<file path="config.mk">
export PLATFORM = sky130hd
export DESIGN_NAME = motor_drive_sched_flat
export DESIGN_NICKNAME = d
export VERILOG_FILES = /design/src/rtl/motor_drive_sched_if.sv /design/src/rtl/motor_drive_sched.sv /design/src/flat_wrapper.sv
export SDC_FILE = /design/constraint.sdc
export NUM_CORES = 1
export LEC_CHECK = 0
export CAP_MARGIN = 20
export CELL_PAD_IN_SITES_DETAIL_PLACEMENT = 2
export CELL_PAD_IN_SITES_GLOBAL_PLACEMENT = 2
export CORE_MARGIN = 2
export CORE_UTILIZATION = 35
export DETAILED_ROUTE_END_ITERATION = 10
export DONT_BUFFER_PORTS = 1
export GPL_TIMING_DRIVEN = 0
export PLACE_DENSITY = 0.84
export SLEW_MARGIN = 20
export SYNTH_ARGS = -nofsm -noshare
export SYNTH_HDL_FRONTEND = slang
export SYNTH_SLANG_ARGS = --single-unit
export TNS_END_PERCENT = 1
</file>
<file path="constraint.sdc">
create_clock -name clk -period 15.79 [get_ports clk]
set_input_delay 1.579 -clock clk [delete_from_list [all_inputs] [get_ports clk]]
set_output_delay 1.579 -clock clk [all_outputs]
set_load 0.01 [all_outputs]
</file>
<file path="src/rtl/motor_drive_sched_if.sv">
// motor_drive_sched_if: speed-command handshake into motor_drive_sched.
// Signals: cmd_vld (command valid), cmd_rdy (command ready),
//   lft_spd / rht_spd (signed 12-bit speed commands, two's complement).
// Modports: master drives commands, slave (the scheduler) drives cmd_rdy.
interface motor_drive_sched_if;
    logic               cmd_vld;
    logic               cmd_rdy;
    logic signed [11:0] lft_spd;
    logic signed [11:0] rht_spd;
    modport master (output cmd_vld, lft_spd, rht_spd, input cmd_rdy);
    modport slave  (input cmd_vld, lft_spd, rht_spd, output cmd_rdy);
endinterface

</file>
<file path="src/rtl/motor_drive_sched.sv">
// motor_drive_sched: slew-limited, reversal-safe duty/direction sequencer for two PWM channels.
// Ports: clk, rst (async, active-high), en (low ramps both channels to 0),
//   cmd (slave handshake: cmd_vld/cmd_rdy/lft_spd/rht_spd),
//   duty_lft/duty_rht (11-bit duty), rev_lft/rev_rht (1 = reverse),
//   tick (pulse at PWM period end), settled (both channels at target).
// Optional MOTOR_FAULT_LATCH_EN adds fault (in) and flt_latched (out).
module motor_drive_sched #(
    parameter int STEP         = 16,
    parameter int DEAD_PERIODS = 2
) (
    input  logic               clk,
    input  logic               rst,
    input  logic               en,
    motor_drive_sched_if.slave cmd,
`ifdef MOTOR_FAULT_LATCH_EN
    input  logic               fault,
    output logic               flt_latched,
`endif
    output logic [10:0]        duty_lft,
    output logic [10:0]        duty_rht,
    output logic               rev_lft,
    output logic               rev_rht,
    output logic               tick,
    output logic               settled
);
    typedef enum logic [1:0] {RUN, BRAKE, DEAD} state_t;
    localparam logic [11:0] STP = 12'(STEP);
    localparam logic [3:0]  DP  = 4'(DEAD_PERIODS);

    logic [10:0]        cnt_q, cnt_d;
    state_t             st_q [2], st_d [2];
    logic [10:0]        duty_q [2], duty_d [2];
    logic               rev_q [2], rev_d [2];
    logic [3:0]         dcnt_q [2], dcnt_d [2];
    logic signed [11:0] tgt_q [2], tgt_d [2];
    logic               settled_q, settled_d;
    logic [11:0]        mag_w [2];
    logic [10:0]        mag [2], ramp [2], brk [2];
    logic               dir [2];
    logic               rdy, xfer, kill, flt_q;

`ifdef MOTOR_FAULT_LATCH_EN
    logic flt_d;
    // Only an all-zero command accepted while fault is low releases the latch.
    assign flt_d = fault || (flt_q && !(xfer && cmd.lft_spd == '0 && cmd.rht_spd == '0));
    assign kill = flt_d;
    assign flt_latched = flt_q;
    always_ff @(posedge clk or posedge rst) begin
        if (rst) flt_q <= 1'b0;
        else     flt_q <= flt_d;
    end
`else
    assign flt_q = 1'b0;
    assign kill  = 1'b0;
`endif

    assign tick        = &cnt_q;
    assign rdy         = !rst && ((st_q[0] != DEAD && st_q[1] != DEAD) || flt_q);
    assign xfer        = cmd.cmd_vld && rdy;
    assign cmd.cmd_rdy = rdy;
    assign duty_lft    = duty_q[0];
    assign duty_rht    = duty_q[1];
    assign rev_lft     = rev_q[0];
    assign rev_rht     = rev_q[1];
    assign settled     = settled_q;

    always_comb begin
        cnt_d     = cnt_q + 11'd1;
        settled_d = 1'b1;
        for (int i = 0; i < 2; i++) begin
            // A command accepted on a tick edge already drives that tick's update.
            tgt_d[i]  = kill ? '0 : xfer ? (i == 0 ? cmd.lft_spd : cmd.rht_spd) : tgt_q[i];
            mag_w[i]  = tgt_d[i][11] ? $unsigned(-tgt_d[i]) : $unsigned(tgt_d[i]);
            // Only -2048 leaves bit 11 set after negation; it saturates to full scale.
            mag[i]    = !en ? '0 : mag_w[i][11] ? 11'h7ff : mag_w[i][10:0];
            dir[i]    = (en && tgt_d[i] != '0) ? tgt_d[i][11] : rev_q[i];
            ramp[i]   = (mag[i] > duty_q[i])
                      ? (({1'b0, mag[i]} - {1'b0, duty_q[i]} > STP) ? 11'({1'b0, duty_q[i]} + STP) : mag[i])
                      : (({1'b0, duty_q[i]} - {1'b0, mag[i]} > STP) ? 11'({1'b0, duty_q[i]} - STP) : mag[i]);
            brk[i]    = ({1'b0, duty_q[i]} > STP) ? 11'({1'b0, duty_q[i]} - STP) : '0;
            st_d[i]   = st_q[i];
            duty_d[i] = duty_q[i];
            rev_d[i]  = rev_q[i];
            dcnt_d[i] = dcnt_q[i];
            if (kill) begin
                st_d[i]   = RUN;
                duty_d[i] = '0;
                dcnt_d[i] = '0;
            end else if (tick) begin
                if (st_q[i] == DEAD) begin
                    dcnt_d[i] = dcnt_q[i] + 4'd1;
                    if (dcnt_d[i] == DP) begin
                        rev_d[i] = !rev_q[i];
                        st_d[i]  = RUN;
                    end
                end else if (dir[i] == rev_q[i]) begin
                    st_d[i]   = RUN;
                    duty_d[i] = ramp[i];
                end else begin
                    // Braking straight into DEAD once the duty has reached zero.
                    duty_d[i] = brk[i];
                    st_d[i]   = (brk[i] == '0) ? DEAD : BRAKE;
                    dcnt_d[i] = '0;
                end
            end
            settled_d = settled_d && st_d[i] == RUN && duty_d[i] == mag[i]
                        && (dir[i] == rev_d[i] || mag[i] == '0);
        end
    end

    always_ff @(posedge clk or posedge rst) begin
        if (rst) begin
            cnt_q     <= '0;
            settled_q <= 1'b0;
            for (int i = 0; i < 2; i++) begin
                st_q[i]   <= RUN;
                duty_q[i] <= '0;
                rev_q[i]  <= 1'b0;
                dcnt_q[i] <= '0;
                tgt_q[i]  <= '0;
            end
        end else begin
            cnt_q     <= cnt_d;
            settled_q <= settled_d;
            for (int i = 0; i < 2; i++) begin
                st_q[i]   <= st_d[i];
                duty_q[i] <= duty_d[i];
                rev_q[i]  <= rev_d[i];
                dcnt_q[i] <= dcnt_d[i];
                tgt_q[i]  <= tgt_d[i];
            end
        end
    end
endmodule

</file>
<file path="src/flat_wrapper.sv">
// flat-port wrapper written by rule: the top's interface ports become plain ports
module motor_drive_sched_flat 
#(
    parameter int STEP         = 16,
    parameter int DEAD_PERIODS = 2
)
  (clk, rst, en, duty_lft, duty_rht, rev_lft, rev_rht, tick, settled, cmd_cmd_vld, cmd_lft_spd, cmd_rht_spd, cmd_cmd_rdy);
  motor_drive_sched_if cmd_i ();
  input  logic clk;
  input  logic rst;
  input  logic en;
  output logic [10:0] duty_lft;
  output logic [10:0] duty_rht;
  output logic rev_lft;
  output logic rev_rht;
  output logic tick;
  output logic settled;
  input wire logic [$bits(cmd_i.cmd_vld)-1:0] cmd_cmd_vld;
  input wire logic [$bits(cmd_i.lft_spd)-1:0] cmd_lft_spd;
  input wire logic [$bits(cmd_i.rht_spd)-1:0] cmd_rht_spd;
  output wire logic [$bits(cmd_i.cmd_rdy)-1:0] cmd_cmd_rdy;
  assign cmd_i.cmd_vld = cmd_cmd_vld;
  assign cmd_i.lft_spd = cmd_lft_spd;
  assign cmd_i.rht_spd = cmd_rht_spd;
  assign cmd_cmd_rdy = cmd_i.cmd_rdy;
  motor_drive_sched #(.STEP(STEP), .DEAD_PERIODS(DEAD_PERIODS)) u_core (.clk(clk), .rst(rst), .en(en), .cmd(cmd_i), .duty_lft(duty_lft), .duty_rht(duty_rht), .rev_lft(rev_lft), .rev_rht(rev_rht), .tick(tick), .settled(settled));
endmodule
</file>
==> impl_metrics.ini <==
[drt]
drc = 0
wire_per_inst_um = 25.1
antenna_left = 0
drt-initial-drc-count = 667
wl_um = 41000
vias_per_cell = 6.41
first_pass_iters = 5
vias = 10400

[worst_setup_path]
arrival_ps = 9810
rr_startpoint = u_core.st_q[2]
startpoint_type = input pin
crit_family = compound AO/OA/AOI/OAI gates
crit_type = input pin to flop
cp.required_ps = 16070
critical_path_buf_inv_count = 6
cp_slowest_cell = o21ai_0
cp_common_cell = o21ai_0
critPathMaxFanout = 10
worstSetupEndpointType = flop
critPathLaunch = cmd_cmd_vld
max_stage_delay_ps = 750

[timing]
worst_slew_pin_slew_ps = 893
setup_tns_ps = 0
rsz0062_at_grt = no
min_period_ps = 9530
final.setup_skew_ps = 5.89
period_share_pct = 60.3
fmax_mhz = 105
slew_viol_final = 0
setup_viol = 0
fin_hold_ws_ps = 500
max_slew_margin_pct = 38.8
hold_violations = 0

[power_and_ir_drop]
power_mw = 0.510
p_per_area_nw_per_um2 = 50.7
ir_worst_vdd_mv = 0.0463
p_leak_nw = 4.21

[placement]
place_area_um2 = 9760
post-dp-hpwl_um = 31300
place_congestion = 0.959
port_buffers = 0
numPlacedInstances = 1614

[logic_synthesis]
ys_ff_latch = 72
seq_area_frac_synth_pct = 19.4
synth_flop_cell = dfrtp_1
synthArstFlopShare_pct = 100
synth.distinct_cells = 80
synth.yosys.warnings = 0
synth_area_um2 = 9290
synthCells = 1277
synth-edff-count = 0
synth_area_per_cell_um2 = 7.27
syn-num-nets = 1363

[global_route]
antenna_found_initial = 0
grt_pass1_vias = 11200
grt_overflow = 0
grt_max_degree = 41
grt_use_total_pct = 29.3
grt_pass1_wl_um = 65700

[floorplan]
core_area_um2 = 26100
die_h_um = 167
rows = 59
io_pins = 55
initial_core_util_pct = 35.6
die_x_um = 167
fp.dieArea_um2 = 27900

[run]
drv_cap = 0

[clocking]
cts_root_buffer = clkbuf_16
clk_latency_ps = 350
cts_hold_repair.buffers = 0
post_cts_buffers = 0
cts_max_level = 3
cts_resized = 0
cts_sinks = 72
cts_tree = done
cts_max_path_buffers = 2
numCtsBuffers = 9
path_clk_slew_ps = 60

[final_layout]
syn_to_final_growth_pct = 8.45
num_antenna_cells = 0
drive_gt1_share_pct = 4.63
fillCellCount = 3116
nets = 1376
final_common_cell = nand2_1
mostFrequentLayoutCells = nand2_1 (149), nor2_1 (103), o21ai_0 (98), a21oi_1 (86)
design_area_um2 = 10100
final_cells = 1630

[status]
status = finished, final reports clean

[worst_hold_path]
worstHoldStart = u_core.cnt_q[4]
min_path_type = flop to flop
==> state kept, by name (all words and copies together), names as in the netlist <==
signal and cells:
u_core.st_q 4, u_core.tgt_q 24, u_core.duty_rht 11, u_core.dcnt_q 8, u_core.cnt_q 11, u_core.duty_lft 11, u_core.settled 1, u_core.rev_lft 1
u_core.rev_rht 1
==> power breakdown <==
| part | switching, mW | internal (mW) | total (mW) |
|---|---|---|---|
| registers | 0.00280 | 0.186 | 0.189 |
| clock network | 0.0924 | 0.140 | 0.232 |
| logic | 0.0602 | 0.0292 | 0.0894 |
==> synthesized netlist by cell type (7+ instances only) <==
| library cell | count | area, um^2 |
|---|---|---|
| nand3_1 | 45 | 225 |
| a21o_1 | 8 | 60.1 |
| and3_1 | 10 | 62.6 |
| o31ai_1 | 22 | 165 |
| o221ai_1 | 9 | 78.8 |
| a211oi_1 | 18 | 135 |
| o211ai_1 | 13 | 97.6 |
| inv_1 | 73 | 274 |
| dfrtp_1 | 72 | 1800 |
| o41ai_1 | 8 | 70.1 |
| nor3_1 | 36 | 180 |
| mux2i_1 | 32 | 320 |
| or3_1 | 9 | 56.3 |
| o21a_1 | 19 | 143 |
| clkbuf_1 | 49 | 184 |
| nand4_1 | 15 | 93.8 |
| nor2b_1 | 18 | 113 |
| nand2_1 | 149 | 559 |
| nor2_1 | 103 | 387 |
| xor2_1 | 21 | 184 |
| a22oi_1 | 7 | 52.6 |
| nor4_1 | 24 | 150 |
| a21oi_1 | 86 | 430 |
| o21ai_0 | 98 | 490 |
| o22ai_1 | 10 | 62.6 |
| mux2_2 | 14 | 158 |
| xnor2_1 | 59 | 517 |
| a31oi_1 | 10 | 62.6 |
| nand2b_1 | 18 | 113 |
| o311ai_0 | 7 | 61.3 |
| and2_1 | 10 | 62.6 |
| or4_1 | 10 | 75.1 |
| ha_1 | 57 | 713 |
| buf_2 | 7 | 35.0 |
| o2111ai_1 | 9 | 78.8 |
==> stage by stage <==
step / setup WS, ps / util, %
6_report: 6260 / 38.7
5_1_grt: 5660 / 38.7
4_1_cts: 6320 / 38.7
3_5_place_dp: 6040 / 37.4
3_3_place_gp: 5890 / 37.2
2_1_floorplan: 7920 / -
==> worst reg2reg max path, delay by kind of cell (launching register included) <==
kind,cells,cell delay [ps]
AOI/OAI and AO/OA,9,2750
and+or+nand+nor,9,2170
buffers and inverters,7,2070
adders and majority gates,2,740
muxes,2,570
DFF,1,420
xor gates and xnor gates,1,90
==> worst paths after layout <==
check | endpoint | slack, ps | cells past startpoint
setup / recovery | u_core.settled | 6260 | 29
hold / removal | u_core.cnt_q[4] | 500 | 1
setup reg to reg | u_core.settled | 6900 | 30
hold reg to reg | u_core.cnt_q[4] | 500 | 1
max in group asynchronous | u_core.duty_rht[8] | 14070 | 2
min in group asynchronous | u_core.tgt_q[14] | 1120 | 1
==> per-layer routing <==
layer  global-route usage (%)  routed length [um]  vias up  part of all wire, %
li1                         -                   -     4734                    -
met1                     37.2               17500     5297                   43
met5                        0                   0        -                    0
met4                     9.52                1260        0                  3.1
met3                     3.71                1850       93                  4.5
met2                     51.2               20400      322                   50
==> logic make-up (layout without fill, tap and decap cells) <==
| family | after synthesis | count (layout) | synth area share (%) |
|---|---|---|---|
| and+or+nand+nor | 480 | 480 | 25.4 |
| AOI/OAI and AO/OA | 402 | 402 | 28.7 |
| buffers and inverters | 139 | 157 | 5.91 |
| xor gates and xnor gates | 80 | 80 | 7.54 |
| DFF | 72 | 72 | 19.4 |
| adders and majority gates | 58 | 58 | 7.89 |
| muxes | 46 | 46 | 5.15 |
==> area by class of cell <==
cell class / count / area [um^2] / share of cell area [%]
Timing Repair Buffer: 2 / 37.5 / 0.373
Multi-Input combinational cell: 1066 / 6950 / 69.0
Inverter: 76 / 288 / 2.86
Tap cell: 335 / 419 / 4.16
Clock inverter: 4 / 77.6 / 0.770
Clock buffer: 12 / 236 / 2.35
Sequential cell: 72 / 1800 / 17.9
Buffer: 63 / 264 / 2.62
Note: power is estimated with default switching activity, not from simulation.
